<file path="config.mk">
export PLATFORM = sky130hd
export DESIGN_NAME = multi_dim_packer
export DESIGN_NICKNAME = d
export VERILOG_FILES = /design/src/rtl/multi_dim_packer_pkg.sv /design/src/rtl/multi_dim_packer.sv
export SDC_FILE = /design/constraint.sdc
export NUM_CORES = 1
export LEC_CHECK = 0
export BUFFER_PORTS_ARGS = -buffer_cell sky130_fd_sc_hd__buf_2
export CAP_MARGIN = 30
export CORE_MARGIN = 10
export CORE_UTILIZATION = 45
export DETAILED_ROUTE_END_ITERATION = 10
export PLACE_DENSITY = 0.72
export SYNTH_ARGS = -nofsm -noshare
export SYNTH_HDL_FRONTEND = slang
export SYNTH_SLANG_ARGS = --single-unit
</file>
<file path="constraint.sdc">
create_clock -name clk -period 1.3 [get_ports clk]
set_input_delay 0.26 -clock clk [delete_from_list [all_inputs] [get_ports clk]]
set_output_delay 0.26 -clock clk [all_outputs]
set_load 0.02 [all_outputs]
</file>
<file path="src/rtl/multi_dim_packer_pkg.sv">
// Shared types for the lane packer: FSM state encoding and count-width helper.
// Latency: n/a (types and constant functions only).
// Backpressure: n/a.
package multi_dim_packer_pkg;

  // FILL assembles a word; HOLD presents it to the consumer.
  typedef enum logic {
    FILL = 1'b0,
    HOLD = 1'b1
  } state_t;

  // Width needed to count 0..n lanes; used for both the lane index and out_cnt.
  function automatic int cnt_w(input int n);
    return (n < 1) ? 1 : $clog2(n + 1);
  endfunction

endpackage

</file>
<file path="src/rtl/multi_dim_packer.sv">
// Packs LANE_W-bit lanes into LANES-lane words; in_last closes a word early, unused lanes read zero.
// Latency: out_valid rises one cycle after the closing lane is accepted; one lane/cycle sustained.
// Backpressure: in_ready=1 while filling, in_ready=out_ready while a word is held (next word may start on its transfer).
// Optional: define MULTI_DIM_PACKER_PARITY_EN to add out_par (per-lane XOR, registered with out_data).
module multi_dim_packer
  import multi_dim_packer_pkg::*;
#(
  parameter int LANE_W = 4,
  parameter int LANES  = 2
) (
  input  logic                       clk,
  input  logic                       rst,
  input  logic [LANE_W-1:0]          in_data,
  input  logic                       in_valid,
  input  logic                       in_last,
  output logic                       in_ready,
  output logic [LANES*LANE_W-1:0]    out_data,
  output logic [cnt_w(LANES)-1:0]    out_cnt,
  output logic                       out_valid,
  input  logic                       out_ready
`ifdef MULTI_DIM_PACKER_PARITY_EN
  ,
  output logic [LANES-1:0]           out_par
`endif
);

  localparam int CW = cnt_w(LANES);

  state_t                          r_state;
  logic [CW-1:0]                   r_idx;
  logic [CW-1:0]                   r_cnt;
  logic                            r_vld;
  logic [LANES-1:0][LANE_W-1:0]    r_lanes;
`ifdef MULTI_DIM_PACKER_PARITY_EN
  logic [LANES-1:0]                r_par;
`endif

  // A held word frees its slot in the same cycle it transfers, so input readiness follows out_ready.
  assign in_ready  = (r_state == FILL) ? 1'b1 : out_ready;
  assign out_data  = r_lanes;
  assign out_cnt   = r_cnt;
  assign out_valid = r_vld;
`ifdef MULTI_DIM_PACKER_PARITY_EN
  assign out_par   = r_par;
`endif

  // Packer FSM: lane writes, word close, and hand-off of the held word with optional restart.
  always_ff @(posedge clk or posedge rst) begin
    if (rst) begin
      r_state <= FILL;
      r_idx   <= '0;
      r_cnt   <= '0;
      r_vld   <= 1'b0;
      r_lanes <= '0;
`ifdef MULTI_DIM_PACKER_PARITY_EN
      r_par   <= '0;
`endif
    end else begin
      case (r_state)
        FILL: begin
          if (in_valid) begin
            for (int k = 0; k < LANES; k++) begin
              if (r_idx == CW'(k)) begin
                r_lanes[k] <= in_data;
`ifdef MULTI_DIM_PACKER_PARITY_EN
                r_par[k]   <= ^in_data;
`endif
              end
            end
            if ((r_idx == CW'(LANES - 1)) || in_last) begin
              r_state <= HOLD;
              r_vld   <= 1'b1;
              r_cnt   <= r_idx + CW'(1);
            end else begin
              r_idx   <= r_idx + CW'(1);
            end
          end
        end
        HOLD: begin
          if (out_ready) begin
            // Word leaves: clear storage so unwritten lanes of the next word read zero.
            r_state <= FILL;
            r_vld   <= 1'b0;
            r_cnt   <= '0;
            r_idx   <= '0;
            r_lanes <= '0;
`ifdef MULTI_DIM_PACKER_PARITY_EN
            r_par   <= '0;
`endif
            if (in_valid) begin
              // Simultaneous accept becomes lane 0 of the next word.
              r_lanes[0] <= in_data;
`ifdef MULTI_DIM_PACKER_PARITY_EN
              r_par[0]   <= ^in_data;
`endif
              if ((LANES == 1) || in_last) begin
                r_state <= HOLD;
                r_vld   <= 1'b1;
                r_cnt   <= CW'(1);
              end else begin
                r_idx   <= CW'(1);
              end
            end
          end
        end
        default: begin
          r_state <= FILL;
        end
      endcase
    end
  end

endmodule

</file>
* Word level (Yosys, flattened, before mapping) *
Cells that the tools add are included.

word-level totals
  input port bits = 9
  output and inout bits = 12
  flip-flop bits (word level) = 14
  logic and storage cells = 50

cells by class
  bitwise logic cells = 1
  equal/unequal tests = 7
  $add $sub $neg = 1
  muxes and demuxes = 29
  reductions and logical operators = 6

operators with widths
  kind                                                  count
  2-to-1 mux 8 bit                                      2
  one-hot mux 8 bit (2 select lines)                    1
  2-to-1 mux 1 bit                                      13
  2-to-1 mux 2 bit                                      6
  2-to-1 mux 4 bit                                      3
  AND reduction 3 bit                                   4
  one-hot mux 2 bit (2 select lines)                    2
  != test 2 x 1 -> 1 bit (second input constant)        3
  != test 2 bit (second input constant)                 3
  one-hot mux 1 bit (2 select lines)                    2
  adder 2 x 1 -> 2 bit (second input constant)          1
  equality test 2 x 1 -> 1 bit (second input constant)  1
  logical NOT 2 bit                                     1
  logical OR 1 bit                                      1
  NOT 1 bit                                             1

* Depth between registers and ports, before layout *
  depth in word-level cells = 5
  depth in mapped cells = 5
  mapped depth without buffers = 5

* Least setup slack after synthesis *
Ideal clock, no wire load.

  kind = reg-to-reg
  start = register r_idx[0]
  end = register r_idx[0]
  data required time = 1.206 ns
  library setup time = 0.094 ns
  buffers on the path = 0
  period minus slack after synthesis = 1.250 ns
  slack = 0.050 ns
  cell stages (with the launch flop) = 5
  arrival time = 1.157 ns
  cell sequence = dfrtp_1 > ha_1 > nor2b_1 > o31a_1 > a221oi_2

on the way
  word-level cells in the longest chain between the ends = 4
  elaborated cells on any way between the ends = 8
  classes of those cells = 1 x add/sub; 2 x eq/ne; 3 x mux; 2 x reduce/logical

ends and longest elaborated chain
  element                                                                    RTL line                                        RTL
  start: declaration                                                         multi_dim_packer.sv:30                          logic [CW-1:0] r_idx;
  start signal: assignment                                                   multi_dim_packer.sv:75                          r_idx <= r_idx + CW'(1);
  adder 2 x 1 -> 2 bit or equality test 2 x 1 -> 1 bit (tied branches)       multi_dim_packer.sv:75, multi_dim_packer.sv:70
  2-to-1 mux 2 bit or logical OR 1 bit (tied branches)                       multi_dim_packer.sv:70                          if ((r_idx == CW'(LANES - 1)) || in_last) begin
  2-to-1 mux 2 bit or != test 2 bit (tied branches)                          n/a
  one-hot mux 2 bit (2 select lines) or AND reduction 3 bit (tied branches)  n/a

Several ways; a longest one is shown, not always the timed one. The select of a mux whose other input is x is not followed.
A chain may end at the register's enable or synchronous reset.

* Final worst setup path *
  start = register r_state
  end = output port in_ready

on the way
  word-level cells in the longest chain between the ends = 1

ends and longest elaborated chain
  element                   RTL line                RTL
  start: declaration        multi_dim_packer.sv:29  state_t r_state;
  start signal: assignment  multi_dim_packer.sv:50  r_state <= FILL;
  start signal: assignment  multi_dim_packer.sv:71  r_state <= HOLD;
  start signal: assignment  multi_dim_packer.sv:82  r_state <= FILL;
  2-to-1 mux 1 bit          multi_dim_packer.sv:39  assign in_ready = (r_state == FILL) ? 1'b1 : out_ready;
  end: declaration          multi_dim_packer.sv:16  output logic in_ready,

Every way passes these cells.

==> impl_metrics.toml <==
[status]
outcome = "complete, no violations"

[die]
num_rows = 15
io_pins = 21
initial_core_util = 0.470
die_w_um = 62.3
core_area_sq_um = 1710
die_h_um = 62.3
dieArea_sq_um = 3880

[placement]
place_congestion = 0.833
place_hpwl_mm = 1.51
pre_cts_ws_ps = -31.5
placed_cell_area_sq_um = 952
dp_cells = 134
port_buffers = 20

[logic_synthesis]
synthCells = 87
yosysTopAreaCell = "dfrtp_1"
ys_ff_latch = 14
synth_top_area_share = 0.436
synth.area.top_cells = "dfrtp_1, o21ai_0, mux2i_1"
synth_nets = 98
postSynthAreaPerCell_sq_um = 9.23
synth_commonest_cells = "dfrtp_1, nand2_1, o21ai_0"
syn_area_sq_um = 803
ys_seq_area_frac = 0.436
synth-main-ff-cell = "dfrtp_1"
yosysWarnings = 0
yosysMostFrequentCell = "dfrtp_1"
synth_cell_types = 27
synth-edff-count = 0
async_flop_share = 1.00

[sta]
worst_slew_pin_slew_ps = 541
finalSetupViolCount = 0
maxSlewHeadroom = 0.639
skew_ps = 2.67
fin_ws_ps = 1.24
max_clock_freq_mhz = 770
period_needed_ps = 1300
post-route-period-util = 0.999
report.final.slew_viol_count = 0
rsz0062_at_grt = "true"
finalHoldViolCount = 0

[clock_network]
path_clk_slew_ps = 80
insertion_delay_ps = 280
htreeDepth = 1
ctsHoldBuffers = 0
tritoncts = "done"
cts_max_path_buffers = 2
clkSinkCount = 14
cts_buffers = 3
clockRootBuffer = "clkbuf_4"

[grt]
grt_max_degree = 18
grt_util_all_layers = 0.108
grt_overflow = 0
grt_first_pass_wirelength_mm = 3.55
grt_pass1_vias = 744
antenna_found_initial = 0

[route]
vias_per_cell = 5.36
drc_errors = 0
drt-pass1-iter-count = 4
avgRoutedWirePerCell_um = 15.0
wl_mm = 2.15
num_vias = 767
drt_iter0_drc = 20
route.antenna.remaining_nets = 0

[power_and_ir_drop]
p_int_mw = 1.12
power_leakage_nw = 0.533
ir_drop_mv = 0.926
swShare = 0.405
clock_power_share = 0.129
switchingPower_mw = 0.762
power_density_nw_per_um2 = 1720
p_comb_frac = 0.514
p_seq_frac = 0.358

[final_layout]
insertedDiodeCount = 0
instances_no_fill = 143
syn_to_final_growth_pct = 35.8
nFillCells = 144
drive_gt1_frac = 0.432
final_area_sq_um = 1090
final_nets = 131

[critical_path]
rr_startpoint = "r_idx[0]$_DFFE_PP0P_"
path_class = "register to primary output"
cp-start-kind = "register"
crit_fanout = 2
startpoint = "r_state$_DFF_PP0_"
end_kind = "primary output"
arrival_ps = 1040
worstPathRequired_ps = 1040

[run]
cap_violations = 0

[hold_path]
hp-class = "primary input to asynchronous set/reset pin"
-- registers in the layout, summed over array words and instances (netlist names) --
register and flops:
out_cnt 2, out_data 8, r_state 1, r_idx 2, out_valid 1
-- cell type report --
type / instances / area [sq um] / area share
Multi-Input combinational cell: 64 / 470 / 0.431
Tap cell: 25 / 31.3 / 0.0287
Timing Repair Buffer: 32 / 196 / 0.180
Clock buffer: 3 / 22.5 / 0.0206
Sequential cell: 14 / 352 / 0.322
Inverter: 5 / 18.8 / 0.0172
-- placed cells by master, fill, tap and decap left out, types with 2 or more instances in the layout --
cell type,n
clkbuf_4,3
a211oi_2,2
inv_2,4
o21ai_0,5
a211oi_1,2
a31oi_1,4
ha_4,2
buf_2,19
and3_1,4
a21oi_1,7
nor2b_1,5
o21ai_1,4
nand2_1,8
buf_4,12
mux2i_1,4
nor4_1,2
dfrtp_1,13
-- worst max-delay path: stages (launching register included) --
cell,delay (ps)
dfrtp_1,380
and2b_2,210
inv_2,60
buf_6,110
-- power by group through the flow --
| stage | sequential, mW | combinational [mW] | clock, mW |
|---|---|---|---|
| floorplan | 0.795 | 0.387 | 0 |
| finish | 0.673 | 0.965 | 0.242 |
| global placement | 0.658 | 0.775 | 0 |
| detailed placement | 0.669 | 0.785 | 0 |
| CTS | 0.656 | 0.855 | 0.248 |
| global route | 0.691 | 1.05 | 0.271 |
-- per-layer routing --
layer,global-route usage,routed length [um]
met5,0,0
met4,0.0503,47
met2,0.179,1050
met3,0.0305,100
met1,0.125,951
-- kinds of logic after synthesis --
group	count (synthesis)	share of synthesized area
adders and majority gates	2	0.0311
muxes	4	0.0498
AOI/OAI and AO/OA	29	0.229
buffers and inverters	9	0.0576
DFF	14	0.436
and+or+nand+nor	29	0.196
-- final timing paths --
| path | slack [ps] | to | cells after the start |
|---|---|---|---|
| worst max-delay path | 1 | in_ready | 3 |
| worst min-delay path | 9 | out_data[5]$_DFFE_PP0P_ | 2 |
| worst max register to register | 30 | r_idx[0]$_DFFE_PP0P_ | 4 |
| worst min register to register | 490 | out_valid$_DFFE_PP0P_ | 2 |
| max in group asynchronous | 900 | r_idx[0]$_DFFE_PP0P_ | 2 |
| min in group clk | 260 | out_data[7]$_DFFE_PP0P_ | 3 |
-- timing repair --
action	in CTS	in global routing
gates resized for setup	9	15
buffers inserted	3	3
endpoints found under the setup margin	10	9
pin swaps	0	1
-- metrics by stage --
stage | hold slack [ps] | setup TNS, ps | utilization | total power, mW
after floorplan | 149 | 0 | - | 1.18
after global placement | 335 | -3.15 | 0.558 | 1.43
after detailed placement | 341 | -98.6 | 0.558 | 1.45
after CTS | 37.5 | -11.3 | 0.596 | 1.76
after global routing | 49.6 | -106 | 0.639 | 2.02
final | 9.40 | 0 | 0.639 | 1.88
Note: power is estimated with default switching activity, not from simulation.
